File: src/rtl/acc_core_param.sv
// Parametrised accumulator micro-core: A, register file, Z/C flags, byte-wide program RAM.
// Every instruction takes 3 cycles (FETCH, DECODE, EXECUTE); a load_we cycle freezes the whole core.
module acc_core_param #(
   parameter int DATA_W   = 8,
   parameter int ADDR_W   = 5,
   parameter int NUM_REGS = 4
) (
   input  logic              clk,
   input  logic              rst,
   input  logic              load_we,
   input  logic [ADDR_W-1:0] load_addr,
   input  logic [7:0]        load_data,
   input  logic              start,
   output logic [DATA_W-1:0] acc_out,
   output logic [ADDR_W-1:0] pc_out,
   output logic              zero_flag,
   output logic              carry_flag,
   output logic              halted,
   output logic              illegal
);

   typedef enum logic [1:0] {S_HALT, S_FETCH, S_DECODE, S_EXEC} state_t;

   localparam logic [4:0] NREG = 5'(NUM_REGS);

   state_t            state_q, state_d;
   logic [DATA_W-1:0] acc_q, acc_d;
   logic [ADDR_W-1:0] pc_q, pc_d;
   logic              z_q, z_d, c_q, c_d, ill_q, ill_d;
   logic [7:0]        op_q, op_d, opd_q, opd_d;
   // Sixteen slots so any 4-bit index is in range; slots >= NUM_REGS are never written.
   logic [DATA_W-1:0] regs_q [16];
   logic [DATA_W-1:0] regs_d [16];
   logic [7:0]        mem_q [2**ADDR_W];

   logic [3:0]        ridx;
   logic [DATA_W-1:0] imm, rsel, b_val, res, pc_step_unused;
   logic [DATA_W:0]   sum, diff;
   logic [ADDR_W-1:0] tgt;
   logic              two_byte, legal;

   assign ridx     = op_q[3:0];
   assign imm      = DATA_W'(opd_q);
   assign rsel     = regs_q[ridx];
   assign b_val    = (op_q[7:4] == 4'h0) ? imm : rsel;
   assign sum      = {1'b0, acc_q} + {1'b0, b_val};
   assign diff     = {1'b0, acc_q} - {1'b0, b_val};
   assign tgt      = ADDR_W'(opd_q);
   assign two_byte = ((op_q >= 8'h01) && (op_q <= 8'h06)) || ((op_q >= 8'h0B) && (op_q <= 8'h0F));
   assign legal    = (op_q[7:4] == 4'h0) ||
                     ((op_q[7:4] <= 4'h6) && ({1'b0, ridx} < NREG));
   assign pc_step_unused = '0;

   always_ff @(posedge clk) begin
      if (load_we) mem_q[load_addr] <= load_data;
   end

   always_comb begin
      state_d = state_q;
      acc_d   = acc_q;
      pc_d    = pc_q;
      z_d     = z_q;
      c_d     = c_q;
      ill_d   = ill_q;
      op_d    = op_q;
      opd_d   = opd_q;
      regs_d  = regs_q;
      res     = '0;
      if (!load_we) begin
         unique case (state_q)
            S_HALT: begin
               if (start) begin
                  state_d = S_FETCH;
                  pc_d    = '0;
                  ill_d   = 1'b0;
               end
            end
            S_FETCH: begin
               op_d    = mem_q[pc_q];
               pc_d    = pc_q + ADDR_W'(1);
               state_d = S_DECODE;
            end
            S_DECODE: begin
               if (two_byte) begin
                  opd_d = mem_q[pc_q];
                  pc_d  = pc_q + ADDR_W'(1);
               end
               state_d = S_EXEC;
            end
            default: begin
               state_d = S_FETCH;
               if (!legal) begin
                  state_d = S_HALT;
                  ill_d   = 1'b1;
               end else if (op_q[7:4] == 4'h0) begin
                  unique case (op_q[3:0])
                     4'h1: acc_d = imm;
                     4'h2: begin res = sum[DATA_W-1:0];  c_d = sum[DATA_W];  end
                     4'h3: begin res = diff[DATA_W-1:0]; c_d = diff[DATA_W]; end
                     4'h4: begin res = acc_q & imm; c_d = 1'b0; end
                     4'h5: begin res = acc_q | imm; c_d = 1'b0; end
                     4'h6: begin res = acc_q ^ imm; c_d = 1'b0; end
                     4'h7: res = ~acc_q;
                     4'h8: begin res = {acc_q[DATA_W-2:0], 1'b0}; c_d = acc_q[DATA_W-1]; end
                     4'h9: begin res = {1'b0, acc_q[DATA_W-1:1]}; c_d = acc_q[0]; end
                     4'hA: state_d = S_HALT;
                     4'hB: pc_d = tgt;
                     4'hC: if (z_q)  pc_d = tgt;
                     4'hD: if (!z_q) pc_d = tgt;
                     4'hE: if (c_q)  pc_d = tgt;
                     4'hF: if (!c_q) pc_d = tgt;
                     default: ;
                  endcase
                  if ((op_q[3:0] >= 4'h2) && (op_q[3:0] <= 4'h9)) begin
                     acc_d = res;
                     z_d   = (res == '0);
                  end
               end else begin
                  unique case (op_q[7:4])
                     4'h1: regs_d[ridx] = acc_q;
                     4'h2: acc_d = rsel;
                     4'h3: begin res = sum[DATA_W-1:0];  c_d = sum[DATA_W];  acc_d = res; end
                     4'h4: begin res = diff[DATA_W-1:0]; c_d = diff[DATA_W]; acc_d = res; end
                     4'h5: begin res = rsel + DATA_W'(1); regs_d[ridx] = res; end
                     default: begin res = rsel - DATA_W'(1); regs_d[ridx] = res; end
                  endcase
                  if (op_q[7:4] >= 4'h3) z_d = (res == '0);
               end
            end
         endcase
      end
   end

   always_ff @(posedge clk or posedge rst) begin
      if (rst) begin
         state_q <= S_HALT;
         acc_q   <= '0;
         pc_q    <= '0;
         z_q     <= 1'b0;
         c_q     <= 1'b0;
         ill_q   <= 1'b0;
         op_q    <= '0;
         opd_q   <= '0;
         for (int i = 0; i < 16; i++) regs_q[i] <= '0;
      end else begin
         state_q <= state_d;
         acc_q   <= acc_d;
         pc_q    <= pc_d;
         z_q     <= z_d;
         c_q     <= c_d;
         ill_q   <= ill_d;
         op_q    <= op_d;
         opd_q   <= opd_d;
         regs_q  <= regs_d;
      end
   end

   assign acc_out    = acc_q;
   assign pc_out     = pc_q;
   assign zero_flag  = z_q;
   assign carry_flag = c_q;
   assign halted     = (state_q == S_HALT);
   assign illegal    = ill_q;

endmodule

File: config.mk
export PLATFORM = sky130hd
export DESIGN_NAME = acc_core_param
export DESIGN_NICKNAME = d
export VERILOG_FILES = /design/src/rtl/acc_core_param.sv
export SDC_FILE = /design/constraint.sdc
export NUM_CORES = 1
export LEC_CHECK = 0
export ABC_CLOCK_PERIOD_IN_PS = 14700
export CAP_MARGIN = 5
export CORE_MARGIN = 2
export CORE_UTILIZATION = 50
export CTS_CLUSTER_SIZE = 8
export DETAILED_ROUTE_END_ITERATION = 10
export DONT_BUFFER_PORTS = 1
export GPL_TIMING_DRIVEN = 0
export HOLD_SLACK_MARGIN = 0.1
export PLACE_DENSITY_LB_ADDON = 0.1
export REMOVE_ABC_BUFFERS = 1
export SLEW_MARGIN = 20
export SYNTH_ARGS = -nofsm -noshare
export SYNTH_HDL_FRONTEND = slang
export SYNTH_SLANG_ARGS = --single-unit
File: constraint.sdc
create_clock -name clk -period 14.7 [get_ports clk]
set_input_delay 2.205 -clock clk [delete_from_list [all_inputs] [get_ports clk]]
set_output_delay 2.205 -clock clk [all_outputs]
set_load 0.01 [all_outputs]
==> results of run 1 <==
==> path summary, 6_finish.rpt <==
check | startpoint | to | slack (ns) | depth (start not counted)
worst min-delay path | flip-flop | flip-flop | 0.36 | 0
worst max register to register | op_q[2]$_DFFE_PP0P_ | zero_flag$_DFFE_PP0P_ | 9.14 | 16
worst min register to register | flip-flop | flip-flop | 0.36 | 0
worst max-delay path | op_q[2]$_DFFE_PP0P_ | zero_flag$_DFFE_PP0P_ | 9.14 | 16
min in group asynchronous | rst | asynchronous set/reset pin | 1.49 | 1
max in group asynchronous | rst | pc_out[1]$_DFFE_PP0P_ | 12.35 | 2
==> synth_stat cells, types with 5 or more instances <==
cell type	number
a21o_1	8
mux4_2	109
o22ai_1	9
a211oi_1	8
mux2_2	35
nor2b_1	6
xnor2_1	12
inv_1	38
a22o_1	6
mux2i_1	30
a22oi_1	7
a21oi_1	50
or3b_2	5
o21ai_0	49
xor2_1	8
nand2_1	62
nand3b_1	7
nor3_1	13
mux4_1	5
buf_4	6
ha_1	42
nand3_1	23
clkbuf_1	137
buf_1	6
and2_1	6
edfxtp_1	256
dfrtp_1	162
nor2_1	88
nand2b_1	10
buf_2	8
nand4_1	6
a21boi_0	6
o31ai_1	5
a31oi_1	6
==> power groups by stage <==
stage	Clock (uW)	Combinational (uW)	Sequential, uW
after global routing	1280	1560	1560
after CTS	1230	1410	1550
final	1200	1420	1540
after global placement	0	1310	1660
after floorplan	0	990	1540
after detailed placement	0	1400	1570
==> area by class of cell <==
type                    count  area (sq um)
flip-flops and latches    418         11800
multi-input cells         691          6600
clock buffers              80          1580
clock inverters             3          50.0
repair buffers             11           211
fillers                  3006         16700
well taps                 511           639
inverters                  41           164
==> metrics by stage <==
stage               power (uW)  instances  cell area (sq um)  setup WS, ns  util (%)
floorplan                 2530       1150              18500          8.12         -
global placement          2960       1661              19100          6.57      50.7
detailed placement        2970       1671              19300          9.14      51.3
CTS                       4190       1754              21000          9.06      55.7
global route              4400       1755              21000          8.75      55.7
finish                    4160       1755              21000          9.14      55.7
==> kinds of logic (layout without fill, tap and decap cells) <==
| logic type | after synthesis | after routing | share of synthesized area (%) |
|---|---|---|---|
| XOR/XNOR | 20 | 20 | 0.915 |
| AND/OR/NAND/NOR | 245 | 245 | 6.17 |
| adder cells (fa/ha/maj) | 44 | 44 | 2.95 |
| flip-flops | 418 | 418 | 61.3 |
| buffers and inverters | 202 | 135 | 4.35 |
| multiplexers | 179 | 179 | 17.1 |
| AO/OA/AOI/OAI | 203 | 203 | 7.15 |
==> critical path: stages (launching register included) <==
cell and delay (ns):
dfrtp_1 1.05, nor2_1 0.55, a22o_1 0.35, a221oi_2 0.39
inv_2 0.22, a21boi_0 0.43, inv_1 0.15, fa_1 0.54
nand2b_1 0.12, a21oi_1 0.09, o21ai_0 0.27, a21oi_1 0.11
o32ai_1 0.45, nand3_1 0.16, a2111oi_2 0.23, nand4_1 0.13
a32oi_1 0.20
==> per-layer routing <==
metal  GRT usage (%)  routed length [microns]  part of all wire (%)  vias up
li1                -                        -                     -     4723
met1            29.4                    17500                    42     5272
met2            36.4                    20900                    50      350
met3            3.75                     2180                   5.2       83
met4            8.09                     1210                   2.9        0
met5               0                        0                     0        -
==> flow_summary.toml, run 1 <==
[clock_network]
clkSinkCount = 418
numCtsBuffers = 58
cts_resized = 0
tritoncts = "yes"
post_cts_buffers = 0
hold_buffers = 0
cts-root-buf = "clkbuf_16"
htreeDepth = 2
clk_transition_reported_paths_ns = 0.05
clockBufferDepth = 3
clock_latency_ns = 0.61

[sta]
finalSetupViolCount = 0
grt_setup_unrepaired = "false"
worst_pin_slew_ns = 1.10
drv_slew = 0
clock_skew_ns = 0.0275
finalCritPeriodShare_pct = 37.8
slew-limit-headroom_pct = 26.1
hold_viol = 0
setup-tns-final_ns = 0
fmax_ghz = 0.180
holdWs_ns = 0.364
fin_crit_ns = 5.56

[global_routing]
grt_pass1_vias = 10700
antenna_found_initial = 0
grt_max_degree = 100
grt_usage_pct = 22.0
globalRouteOverflowTotal = 0
grt_pass1_wl_mm = 64.6

[pwr]
p_per_area_mw_per_mm2 = 198
combPwrFrac_pct = 34.2
leakage_uw = 0.00787
pwr-share-seq_pct = 36.9
ir_worst_vdd_v = 0.000106
power.switching_uw = 1460
p_int_uw = 2700
p_sw_share_pct = 35.2
p_clk_share_pct = 28.9

[floorplan]
pin_count = 34
num_rows = 71
initial_core_util_pct = 50.8
die_height_microns = 200
dieArea_sq_mm = 0.0399
core_sq_mm = 0.0377
die_w_microns = 200

[drt]
post_drt_wl_per_cell_microns = 23.8
wl_mm = 41.8
drt_iter0_drc = 855
via_per_inst = 5.94
vias = 10400
dr.pass1.iters = 5
drc = 0
final_antenna_net_count = 0

[synthesis]
ys_seq_area_share_pct = 61.3
synth_top_cell_area_share_pct = 40.2
synth_edf_count = 256
synth-async-reset-ratio_pct = 38.8
post_synth.cell_area_avg_sq_um = 14.6
netlist_instances = 1311
synth.cell_area_sq_mm = 0.0191
yosysTopAreaCell = "edfxtp_1"
ys_types = 77
synthFlopType = "edfxtp_1"
synthTopCellsByArea = "edfxtp_1, dfrtp_1, mux4_2"
yosysWarnings = 0
ys_ff_latch = 418

[run]
drv_cap = 0

[setup_path]
required_ns = 15.20
path_max_fanout = 27
crit_arrival_ns = 6.06
crit_type = "reg2reg"
startpoint_type = "flip-flop"
cp-end-kind = "flip-flop"

[final_layout]
final_common_cell = "edfxtp_1"
layout-drive-gt1-share_pct = 20.4
nets = 1282
area_growth_pct = 9.67
mostFrequentLayoutCells = "edfxtp_1, dfrtp_1, mux4_2, nor2_1, nand2_1"
n_antenna_cell = 0

[run_status]
status = "completed"

[placed_design]
io_buffers = 0
gp_congestion = 0.906
dpl.hpwl_mm = 27.1

[worst_hold_path]
hp-class = "reg2reg"
(Power assumes the default switching activity.)
==> inputs of run 2 (changes only) <==
--- a/config.mk
+++ b/config.mk
@@ -5,7 +5,7 @@
 export SDC_FILE = /design/constraint.sdc
 export NUM_CORES = 1
 export LEC_CHECK = 0
-export ABC_CLOCK_PERIOD_IN_PS = 14700
+export ABC_CLOCK_PERIOD_IN_PS = 5600
 export CAP_MARGIN = 5
 export CORE_MARGIN = 2
 export CORE_UTILIZATION = 50
==> constraint.sdc (replaced) <==
create_clock -name clk -period 5.6 [get_ports clk]
set_input_delay 0.84 -clock clk [delete_from_list [all_inputs] [get_ports clk]]
set_output_delay 0.84 -clock clk [all_outputs]
set_load 0.01 [all_outputs]
==> flow_summary.toml, run 2 (synthesis results as in run 1) <==
[run_status]
status = "completed"

[global_routing]
antenna_found_initial = 0
grt_pass1_vias = 10700
grt_pass1_wl_mm = 64.6
grt_max_degree = 100
grt_usage_pct = 22.0
globalRouteOverflowTotal = 0

[setup_path]
critPathBufInv = 2
slowest_stage = "dfrtp_2"
startpoint_type = "flip-flop"
rr_startpoint = "op_q[3]$_DFFE_PP0P_"
cp-end-kind = "flip-flop"
path_max_fanout = 26
crit_arrival_ns = 5.62
crit_chain = "nor2_1, a22o_1, a221oi_2, inv_2, a21boi_0, inv_1, fa_1, nand2b_1, a21oi_1, o21ai_0, a21oi_1, o32ai_1, nand3_1, a2111oi_2, nand4_1, a32oi_1"
critPathTopFamily = "compound AO/OA/AOI/OAI gates"
critPathLaunch = "op_q[3]$_DFFE_PP0P_"
cp_common_cell = "a21oi_1"
critPathMaxStageDelay_ns = 0.76
required_ns = 6.10
crit_type = "reg2reg"

[drt]
via_per_inst = 5.93
vias = 10400
dr.pass1.iters = 5
drt_iter0_drc = 805
post_drt_wl_per_cell_microns = 23.7
drc = 0
wl_mm = 41.7
final_antenna_net_count = 0

[sta]
grt_setup_unrepaired = "false"
worst_pin_slew_ns = 1.13
drv_slew = 0
holdWs_ns = 0.131
fin_crit_ns = 5.12
fmax_ghz = 0.195
slew-limit-headroom_pct = 24.3
finalSetupViolCount = 0
hold_viol = 0
finalCritPeriodShare_pct = 91.5
clock_skew_ns = 0.0257

[placed_design]
dpl.hpwl_mm = 27.1
gp_congestion = 0.906
dpl_cell_area_sq_mm = 0.0193
io_buffers = 0

[final_layout]
n_antenna_cell = 0
num-fill-cells = 3009
fin_area_sq_mm = 0.0210
nets = 1281
area_growth_pct = 9.54
final_common_cell = "edfxtp_1"
mostFrequentLayoutCells = "edfxtp_1, dfrtp_1, mux4_2, nor2_1, nand2_1"
layout-drive-gt1-share_pct = 20.5

[clock_network]
clockBufferDepth = 3
clk_transition_reported_paths_ns = 0.05
htreeDepth = 2
post_cts_buffers = 0
tritoncts = "yes"
numCtsBuffers = 58
cts-root-buf = "clkbuf_16"
clock_latency_ns = 0.61
clkSinkCount = 418
hold_buffers = 0

[pwr]
ir_worst_vdd_v = 0.000278
leakage_uw = 0.00785
p_per_area_mw_per_mm2 = 520

[floorplan]
num_rows = 71
die_height_microns = 200
core_sq_mm = 0.0377
pin_count = 34
die_w_microns = 200
dieArea_sq_mm = 0.0399
initial_core_util_pct = 50.8

[worst_hold_path]
hp-class = "in2async"

[run]
drv_cap = 0
==> run 2: cell types whose count changed in the layout (fill, tap and decap cells not counted) <==
| cell | change |
|---|---|
| buf_16 | -1 |
| dfrtp_1 | -2 |
| dfrtp_2 | +2 |
==> run 2: per-stage QoR <==
stage               std cells  setup slack (ns)  utilization [%]  TNS (ns)  total power [uW]
finish                   1754             0.478             55.7         0             10900
global route             1754             0.134             55.7         0             11500
CTS                      1754            0.0426             55.7         0             11000
detailed placement       1671            0.0368             51.3         0              7800
global placement         1661             -1.54             50.7   -199.03              7780
floorplan                1150             0.162                -         0              6650
==> run 2: cell type report <==
class,instances,area (sq um),share of cell area [%]
Tap cell,511,639,3.05
Multi-Input combinational cell,691,6600,31.5
Sequential cell,418,11800,56.1
Clock inverter,3,50.0,0.239
Timing Repair Buffer,10,184,0.877
Inverter,41,164,0.782
Clock buffer,80,1580,7.51
==> run 2: worst register-to-register path: cells and delay by family, from the launching register on <==
| family | cells | cell delay, ns |
|---|---|---|
| fa+ha+maj | 1 | 0.54 |
| simple gates | 4 | 0.86 |
| flops | 1 | 0.76 |
| buf+inv | 2 | 0.37 |
| compound gates | 9 | 2.49 |
==> run 2: path summary, 6_finish.rpt <==
| path | end | slack (ns) | depth (start not counted) |
|---|---|---|---|
| max in group asynchronous | pc_out[1]$_DFFE_PP0P_ | 4.62 | 2 |
| hold reg to reg | flip-flop | 0.36 | 0 |
| min in group clk | mem_q[22][0]$_DFFE_PP_ | 0.34 | 0 |
| setup reg to reg | zero_flag$_DFFE_PP0P_ | 0.48 | 16 |
| hold / removal | asynchronous set/reset pin | 0.13 | 1 |
| setup / recovery | zero_flag$_DFFE_PP0P_ | 0.48 | 16 |
==> run 2: metal layers <==
metal	share of wire [%]	wire, microns	global-route usage, %
met5	0	0	0
met2	50	20800	36.4
met4	2.9	1210	8.09
met3	6.0	2520	3.75
met1	41	17200	29.4
==> run 2: power breakdown <==
part	internal, uW	leakage, uW	switching (uW)
Clock	1910	0.000784	1240
Combinational	1650	0.00257	2050
Sequential	3510	0.00450	547
Total	7070	0.00785	3840
==> run 2: repair_timing <==
item,CTS,global route
setup endpoints to repair,1,4
resized for setup,1,1
gates cloned,0,0
==> inputs of run 3 (changes only) <==
--- a/config.mk
+++ b/config.mk
@@ -6,12 +6,12 @@
 export NUM_CORES = 1
 export LEC_CHECK = 0
 export ABC_CLOCK_PERIOD_IN_PS = 5600
+export BUFFER_PORTS_ARGS = -buffer_cell sky130_fd_sc_hd__buf_2
 export CAP_MARGIN = 5
 export CORE_MARGIN = 2
 export CORE_UTILIZATION = 50
 export CTS_CLUSTER_SIZE = 8
 export DETAILED_ROUTE_END_ITERATION = 10
-export DONT_BUFFER_PORTS = 1
 export GPL_TIMING_DRIVEN = 0
 export HOLD_SLACK_MARGIN = 0.1
 export PLACE_DENSITY_LB_ADDON = 0.1
==> flow_summary.toml, run 3 (synthesis results as in run 1) <==
[final_layout]
nets = 1314
num-fill-cells = 3038
final_common_cell = "edfxtp_1"
fin_area_sq_mm = 0.0212
n_antenna_cell = 0
mostFrequentLayoutCells = "edfxtp_1, dfrtp_1, mux4_2, nor2_1, nand2_1"
layout-drive-gt1-share_pct = 22.2
final_core_util_pct = 56.2
area_growth_pct = 10.6

[setup_path]
r2r.worst_path.cells = 16
rr_startpoint = "op_q[0]$_DFFE_PP0P_"
cp-end-kind = "flip-flop"
r2r_setup_slack_ns = 0.29
path_max_fanout = 34
crit_chain = "buf_16, mux4_2, a22o_1, a221oi_4, o21ai_0, ha_1, fa_1, nand2b_1, a21oi_1, o21ai_0, a21oi_1, o32ai_2, nand3_1, a2111oi_2, nand4_1, a32oi_1"
required_ns = 6.11
slowest_stage = "dfrtp_4"
startpoint_type = "flip-flop"
regToRegEndpoint = "zero_flag$_DFFE_PP0P_"
crit_arrival_ns = 5.82
crit_type = "reg2reg"
critPathMaxStageDelay_ns = 0.61

[sta]
grt_setup_unrepaired = "false"
slew-limit-headroom_pct = 19.6
hold_viol = 0
fmax_ghz = 0.188
clock_skew_ns = 0.0294
finalSetupViolCount = 0
drv_slew = 0
worst_pin_slew_ns = 1.20
finalCritPeriodShare_pct = 94.8
fin_crit_ns = 5.31

[clock_network]
numCtsBuffers = 58
hold_buffers = 0
htreeDepth = 2
clock_latency_ns = 0.62
clockBufferDepth = 3
cts-root-buf = "clkbuf_16"
clkSinkCount = 418
tritoncts = "yes"
clk_transition_reported_paths_ns = 0.06

[floorplan]
die_height_microns = 200
die_w_microns = 200
num_rows = 71
dieArea_sq_mm = 0.0399
core_sq_mm = 0.0377
initial_core_util_pct = 50.8
pin_count = 34

[pwr]
leakage_uw = 0.00801
ir_worst_vdd_v = 0.000279
p_per_area_mw_per_mm2 = 523

[global_routing]
gr-usage-met1_pct = 29.7
gr-usage-met2_pct = 37.8
grt.busiest_layer = "met2"
grt_usage_pct = 22.2
antenna_found_initial = 0
grt_pass1_vias = 10800
grt_max_degree = 106
grt_pass1_wl_mm = 65.4
globalRouteOverflowTotal = 0
met3_usage_pct = 3.41

[drt]
dr.pass1.iters = 5
drc = 0
final_antenna_net_count = 0
drt_iter0_drc = 911
wl_mm = 42.3
post_drt_wl_per_cell_microns = 23.5
via_per_inst = 5.83
vias = 10500

[placed_design]
dpl_cell_area_sq_mm = 0.0195
gp_congestion = 0.921
dpl.hpwl_mm = 27.3
io_buffers = 33

[run]
drv_cap = 0

[run_status]
status = "completed"

[worst_hold_path]
hp-class = "in2async"
-- run 3: report_power, final --
part	switching [uW]	total (uW)	internal (uW)
Combinational	2170	3870	1700
Sequential	500	4010	3510
Clock	1270	3200	1930
-- run 3: repair_timing --
action                     CTS  global route
resized for setup            0             3
buffers inserted             0             1
hold endpoints to repair     0             0
setup endpoints to repair    0             5
-- run 3: per-layer routing --
layer  up-vias  part of all wire, %
met5         -                    0
met4         0                  2.3
met3        68                  4.5
met2       289                   51
met1      5334                   42
li1       4809                    -
-- run 3: through the flow --
step	setup TNS, ns	setup WS (ns)	hold slack, ns	instances	total power (uW)
after detailed placement	0	0.0479	0.361	1703	7890
after global routing	0	0.0654	0.377	1801	11700
after CTS	0	0.00465	0.369	1800	11100
after global placement	-235.76	-1.67	0.357	1694	7850
after floorplan	0	0.162	0.346	1150	6650
final	0	0.291	0.366	1801	11100
-- run 3: worst max-delay path by stage --
stage,cells after the start,end,slack [ns],from
final,16,zero_flag$_DFFE_PP0P_,0.29,op_q[0]$_DFFE_PP0P_
after global routing,17,zero_flag$_DFFE_PP0P_,0.07,op_q[0]$_DFFE_PP0P_
after CTS,16,zero_flag$_DFFE_PP0P_,0.005,op_q[2]$_DFFE_PP0P_
after detailed placement,16,zero_flag$_DFFE_PP0P_,0.05,op_q[2]$_DFFE_PP0P_
after global placement,12,zero_flag$_DFFE_PP0P_,-1.67,op_q[0]$_DFFE_PP0P_
after floorplan,15,zero_flag$_DFFE_PP0P_,0.16,op_q[0]$_DFFE_PP0P_
-- run 3: cell type report --
class	count	area [sq um]	share of cell area, %
sequential	418	11800	55.5
clock buffer	93	1600	7.57
tap	511	639	3.02
clock inverter	4	56.3	0.266
multi-input combinational	691	6600	31.2
timing repair buffer	43	358	1.69
inverter	41	164	0.774
-- run 3: worst max-delay path: cells and delay by family (launching register included) --
| kind | cells | cell delay [ns] |
|---|---|---|
| adder cells (fa/ha/maj) | 2 | 0.77 |
| AND/OR/NAND/NOR | 3 | 0.39 |
| AO/OA/AOI/OAI | 9 | 2.58 |
| multiplexers | 1 | 0.55 |
| buffers and inverters | 1 | 0.27 |
| flip-flops | 1 | 0.61 |
